`src/rtl/uart_tx_if.sv`:
```
// Byte-request handshake and serial-line status bundle for uart_tx.
interface uart_tx_if;
   logic       i_TX_DV;
   logic [7:0] i_TX_Byte;
   logic       o_TX_Ready;
   logic       o_TX_Serial;
   logic       o_TX_Active;
   logic       o_TX_Done;

   modport master (
      output i_TX_DV, i_TX_Byte,
      input  o_TX_Ready, o_TX_Serial, o_TX_Active, o_TX_Done
   );

   modport slave (
      input  i_TX_DV, i_TX_Byte,
      output o_TX_Ready, o_TX_Serial, o_TX_Active, o_TX_Done
   );
endinterface

```
`src/rtl/uart_tx.sv`:
```
// UART transmitter: 8N1/8N2 framing, one byte held at a time, LSB first.
// Serial line is registered; its next value is decided alongside the next state.
module uart_tx #(
   parameter int unsigned CLKS_PER_BIT = 217,
   parameter int unsigned STOP_BITS    = 1
) (
   input  logic      i_Clock,
   input  logic      i_Reset_n,
   uart_tx_if.slave  tx
);

   localparam int unsigned CNT_W = $clog2(STOP_BITS * CLKS_PER_BIT + 1);
   localparam logic [CNT_W-1:0] BIT_LAST  = CNT_W'(CLKS_PER_BIT - 1);
   localparam logic [CNT_W-1:0] STOP_LAST = CNT_W'(STOP_BITS * CLKS_PER_BIT - 1);

   typedef enum logic [2:0] {
      IDLE         = 3'd0,
      TX_START_BIT = 3'd1,
      TX_DATA_BITS = 3'd2,
      TX_STOP_BIT  = 3'd3,
      CLEANUP      = 3'd4
   } state_t;

   state_t           r_state;
   logic [CNT_W-1:0] r_count;
   logic [2:0]       r_bit_idx;
   logic [7:0]       r_byte;
   logic             r_serial;

   state_t           w_state_next;
   logic [CNT_W-1:0] w_count_next;
   logic [2:0]       w_bit_next;
   logic [7:0]       w_byte_next;
   logic             w_serial_next;

   always_ff @(posedge i_Clock) begin
      if (!i_Reset_n) begin
         r_state   <= IDLE;
         r_count   <= '0;
         r_bit_idx <= '0;
         r_byte    <= '0;
         r_serial  <= 1'b1;
      end else begin
         r_state   <= w_state_next;
         r_count   <= w_count_next;
         r_bit_idx <= w_bit_next;
         r_byte    <= w_byte_next;
         r_serial  <= w_serial_next;
      end
   end

   always_comb begin
      w_state_next  = r_state;
      w_count_next  = r_count;
      w_bit_next    = r_bit_idx;
      w_byte_next   = r_byte;
      w_serial_next = 1'b1;
      case (r_state)
         IDLE: begin
            if (tx.i_TX_DV) begin
               w_byte_next   = tx.i_TX_Byte;
               w_state_next  = TX_START_BIT;
               w_count_next  = '0;
               w_bit_next    = '0;
               w_serial_next = 1'b0;
            end
         end
         TX_START_BIT: begin
            w_serial_next = 1'b0;
            if (r_count == BIT_LAST) begin
               w_count_next  = '0;
               w_bit_next    = '0;
               w_state_next  = TX_DATA_BITS;
               w_serial_next = r_byte[0];
            end else begin
               w_count_next = r_count + CNT_W'(1);
            end
         end
         TX_DATA_BITS: begin
            w_serial_next = r_byte[r_bit_idx];
            if (r_count == BIT_LAST) begin
               w_count_next = '0;
               if (r_bit_idx == 3'd7) begin
                  w_state_next  = TX_STOP_BIT;
                  w_serial_next = 1'b1;
               end else begin
                  w_bit_next    = r_bit_idx + 3'd1;
                  w_serial_next = r_byte[w_bit_next];
               end
            end else begin
               w_count_next = r_count + CNT_W'(1);
            end
         end
         TX_STOP_BIT: begin
            if (r_count == STOP_LAST) begin
               w_count_next = '0;
               w_state_next = CLEANUP;
            end else begin
               w_count_next = r_count + CNT_W'(1);
            end
         end
         CLEANUP: begin
            w_state_next = IDLE;
         end
         default: begin
            w_state_next = IDLE;
            w_count_next = '0;
            w_bit_next   = '0;
         end
      endcase
   end

   assign tx.o_TX_Serial = r_serial;
   assign tx.o_TX_Ready  = (r_state == IDLE);
   assign tx.o_TX_Done   = (r_state == CLEANUP);
   assign tx.o_TX_Active = (r_state == TX_START_BIT) || (r_state == TX_DATA_BITS) ||
                           (r_state == TX_STOP_BIT);

endmodule

```
`src/flat_wrapper.sv`:
```
// flat-port wrapper written by rule: the top's interface ports become plain ports
module uart_tx_flat 
#(
   parameter int unsigned CLKS_PER_BIT = 217,
   parameter int unsigned STOP_BITS    = 1
)
  (i_Clock, i_Reset_n, tx_i_TX_DV, tx_i_TX_Byte, tx_o_TX_Ready, tx_o_TX_Serial, tx_o_TX_Active, tx_o_TX_Done);
  uart_tx_if tx_i ();
  input  logic i_Clock;
  input  logic i_Reset_n;
  input wire logic [$bits(tx_i.i_TX_DV)-1:0] tx_i_TX_DV;
  input wire logic [$bits(tx_i.i_TX_Byte)-1:0] tx_i_TX_Byte;
  output wire logic [$bits(tx_i.o_TX_Ready)-1:0] tx_o_TX_Ready;
  output wire logic [$bits(tx_i.o_TX_Serial)-1:0] tx_o_TX_Serial;
  output wire logic [$bits(tx_i.o_TX_Active)-1:0] tx_o_TX_Active;
  output wire logic [$bits(tx_i.o_TX_Done)-1:0] tx_o_TX_Done;
  assign tx_i.i_TX_DV = tx_i_TX_DV;
  assign tx_i.i_TX_Byte = tx_i_TX_Byte;
  assign tx_o_TX_Ready = tx_i.o_TX_Ready;
  assign tx_o_TX_Serial = tx_i.o_TX_Serial;
  assign tx_o_TX_Active = tx_i.o_TX_Active;
  assign tx_o_TX_Done = tx_i.o_TX_Done;
  uart_tx #(.CLKS_PER_BIT(CLKS_PER_BIT), .STOP_BITS(STOP_BITS)) u_core (.i_Clock(i_Clock), .i_Reset_n(i_Reset_n), .tx(tx_i));
endmodule
```
`config.mk`:
```
export PLATFORM = sky130hd
export DESIGN_NAME = uart_tx_flat
export DESIGN_NICKNAME = d
export VERILOG_FILES = /design/src/rtl/uart_tx_if.sv /design/src/rtl/uart_tx.sv /design/src/flat_wrapper.sv
export SDC_FILE = /design/constraint.sdc
export NUM_CORES = 1
export LEC_CHECK = 0
export CAP_MARGIN = 15
export CORE_ASPECT_RATIO = 1.5
export CORE_MARGIN = 3
export CORE_UTILIZATION = 54
export DETAILED_ROUTE_END_ITERATION = 10
export GPL_TIMING_DRIVEN = 1
export HOLD_SLACK_MARGIN = 0.02
export PLACE_DENSITY = 0.77
export SETUP_SLACK_MARGIN = 0.05
export SLEW_MARGIN = 10
export SYNTH_ARGS = -nofsm -noshare
export SYNTH_HDL_FRONTEND = slang
export SYNTH_SLANG_ARGS = --single-unit
```
`constraint.sdc`:
```
create_clock -name i_Clock -period 2.33 [get_ports i_Clock]
set_input_delay 0.466 -clock i_Clock [delete_from_list [all_inputs] [get_ports i_Clock]]
set_output_delay 0.466 -clock i_Clock [all_outputs]
set_load 0.1 [all_outputs]
```
==> results.md <==
* Combinational power share at between 15 and 20%
* Final Hold Vio Count at 0
* EDFF count, synth at 0
* Detailed Route WL at between 2 and 3 mm
* Top-count cell post-synth: dfxtp_1
* Grt ovf at 0
* Post-layout util at about 64%
* Post-layout minimum cycle time at ~2.0 ns
* Total CTS buffers at 3
* Top Family by Delay on Critical Path: multiplexers
* Die H at about 66 um
* Initial antenna violation count at 0
* Wire length per cell at between 10 and 15 um
* Iter 0 DRT Violations at 35
* Crit. End Element: flip-flop
* DRC at 0
* Clk pwr share at between 20% and 30%
* Ratio of cells with drive above 1 in the final layout at between 10 and 15%
* Maximum number of pins on one net before global-route repair at 15
* Ys flop type: dfxtp_1
* Worst Hold Class: flip-flop to flip-flop
* Post-placement cell area at between 0.001 and 0.0015 sq mm
* Initial core utilization at a little under three fifths
* Outcome: finished, final reports clean
* Core region area at 0.00226 sq mm
* Slowest-stage cell, CP: mux4_2
* Post-Syn Area per Cell at between 8 and 9 sq um
* Setup Buffers After CTS at 0
* Syn nets at approximately 160
* Nets at between 150 and 200
* Syn-to-layout area delta at 12.6%
* Port Buffers at 14
* Worst Setup Start Kind: flip-flop
* Final setup viols at 0
* WP buf/inv at 0
* H-tree levels at 1
* WS Path Type: flip-flop to flip-flop
* GRT Overall Usage at between 20% and 30%
* Root buf cell: clkbuf_4
* P_sw at between 0.2 and 0.25 mW
* Worst slew pin tran at about 0.58 ns
* Crit-path max FO at 7
* RePlAce Congestion at around 0.86
* Distinct cell type count after synthesis at 39
* Post-synthesis cell count at about 140
* CTS Sinks at 23
* Critical Path RT at 2.54 ns
* DR vias/cell at between 5 and 6
* Fmax at between 0.4 and 0.5 GHz
* Power density cells at roughly 510 mW/mm^2
* Die area at between 0.003 and 0.004 sq mm
* Fin Setup TNS at 0 ns
* Worst vdd ir at 0.313 mV
* Area leader, netlist: dfxtp_1
* Flops & latches, synth at 23
* Row count at 21
* Synth top area share at roughly 36%
* # Max-Cap Violations at 0
* Internal Power at approximately 0.52 mW
* Unrepaired setup endpoints after global routing: no
* Post-route setup slack at roughly 0.3 ns
* Post-synthesis cell area at approximately 0.0013 sq mm
* CP Data Arrival Time at between 2 and 2.5 ns
* Cell area after layout at 0.00145 sq mm
* Final ANT Viol Nets at 0
* Sequential power share at about 57%
* Pre-CTS setup slack at around 0.28 ns
* Pre-antenna DRT Iters at 4
* # IOs at 15
* Fin Clk Skew at 0.0148 ns
* Sw Share at around 29%
* Area contributors post-synth: dfxtp_1 36%, nand2_1 6.1%, a21oi_1 5.8%
* Slowest stage delay, CP at around 0.53 ns
* PostCTS Resize Cnt at 0
* Routed via count at approximately 1100
* Clock buffer depth at 2
* Worst-Skew Late Latency at approximately 0.33 ns
* Post-DP HPWL at slightly above 2 mm
* First-pass GRT wire length at around 4.6 mm
* Worst slew margin at between 60% and 70%
* Cells along the critical path: ha_1 > mux4_2 > mux2_2 > nor3b_1 > o21ai_1
* Seq/Total Area, Yosys at around 36%
* Commonest cells post-synth: 23 x dfxtp_1, 21 x nand2_1, 16 x nor2_1
* Hold_buf cts at 0
* Lkg Pwr at a little over 0.5 nW
* Die width at 45.8 um
* Vias in the first global route at 1055
* Fin crit share at between 80% and 90%
* Synth warn at 0
* CTS clock-pin slew for the worst setup and hold paths at 0.12 ns
* TritonCTS clock tree: yes
* Async SR Flop Fraction at 0%
* Final Max Tran Viols at 0
* # diodes at 0
[metal layers]
metal	routed length, um	global-route usage [%]	part of all wire (%)
met1	1070	23.0	41
met2	1390	35.5	54
met3	75	2.74	2.9
met4	57	9.61	2.2
met5	0	0	0
[sequential cells by signal (all words and copies together) (netlist names)]
signal                 count
u_core.r_bit_idx           3
u_core.r_byte              8
u_core.r_count             8
u_core.r_state             3
u_core.tx.o_TX_Serial      1
[power by group through the flow]
stage	Sequential (mW)	Clock, mW	Combinational (mW)
floorplan	0.430	0	0.0764
global placement	0.425	0	0.118
detailed placement	0.426	0	0.121
CTS	0.417	0.198	0.122
global route	0.419	0.215	0.133
finish	0.417	0.192	0.122
[final timing paths]
path                                          from  cells after the start                               end  slack (ns)
setup reg to reg  u_core.r_bit_idx[0]$_SDFFE_PN0P_                      5  u_core.tx.o_TX_Serial$_SDFF_PN1_        0.30
hold / removal       u_core.r_byte[4]$_SDFFE_PN0P_                      2     u_core.r_byte[4]$_SDFFE_PN0P_        0.49
setup / recovery  u_core.r_bit_idx[0]$_SDFFE_PN0P_                      5  u_core.tx.o_TX_Serial$_SDFF_PN1_        0.30
hold reg to reg      u_core.r_byte[4]$_SDFFE_PN0P_                      2     u_core.r_byte[4]$_SDFFE_PN0P_        0.49
[cell families after synthesis]
group	after synthesis	share of synthesized area (%)
flops	23	35.8
compound gates	33	15.9
buf+inv	10	7.01
xor+xnor	8	5.45
simple gates	60	24.2
mux	6	7.69
fa+ha+maj	4	3.89
[metrics by stage]
stage                     power (mW)  hold slack (ns)  std cells
after floorplan                0.506            0.440        144
after global placement         0.543            0.458        176
after detailed placement       0.547            0.476        176
after CTS                      0.737            0.495        180
after global routing           0.768            0.517        180
final                          0.731            0.491        180
[worst min-delay path, cell delays in order, from the launching register on]
cell     delay [ns]
dfxtp_1        0.35
nand2_1        0.06
a21oi_1        0.05
[cell type report]
| cell class | instances | area [sq um] |
|---|---|---|
| Clock inverter | 1 | 7.51 |
| Multi-Input combinational cell | 111 | 737 |
| Clock buffer | 3 | 22.5 |
| Inverter | 4 | 15.0 |
| Timing Repair Buffer | 15 | 175 |
| Tap cell | 23 | 28.8 |
| Fill cell | 203 | 813 |
| Sequential cell | 23 | 460 |
[cells in the final DEF (no fill, tap or decap), drive strengths merged, types with 2 or more instances in the layout]
cell type,count
dfxtp,23
nand2,21
nor2,16
a21oi,15
clkdlybuf4s50,10
o21ai,7
xnor2,5
a211oi,5
buf,5
inv,4
ha,4
nor3b,4
xor2,3
mux4,3
clkbuf,3
and3,3
nor2b,3
nand2b,2
o2111ai,2
nand3,2
mux2i,2
and2,2
or3,2
(Power assumes the default switching activity.)
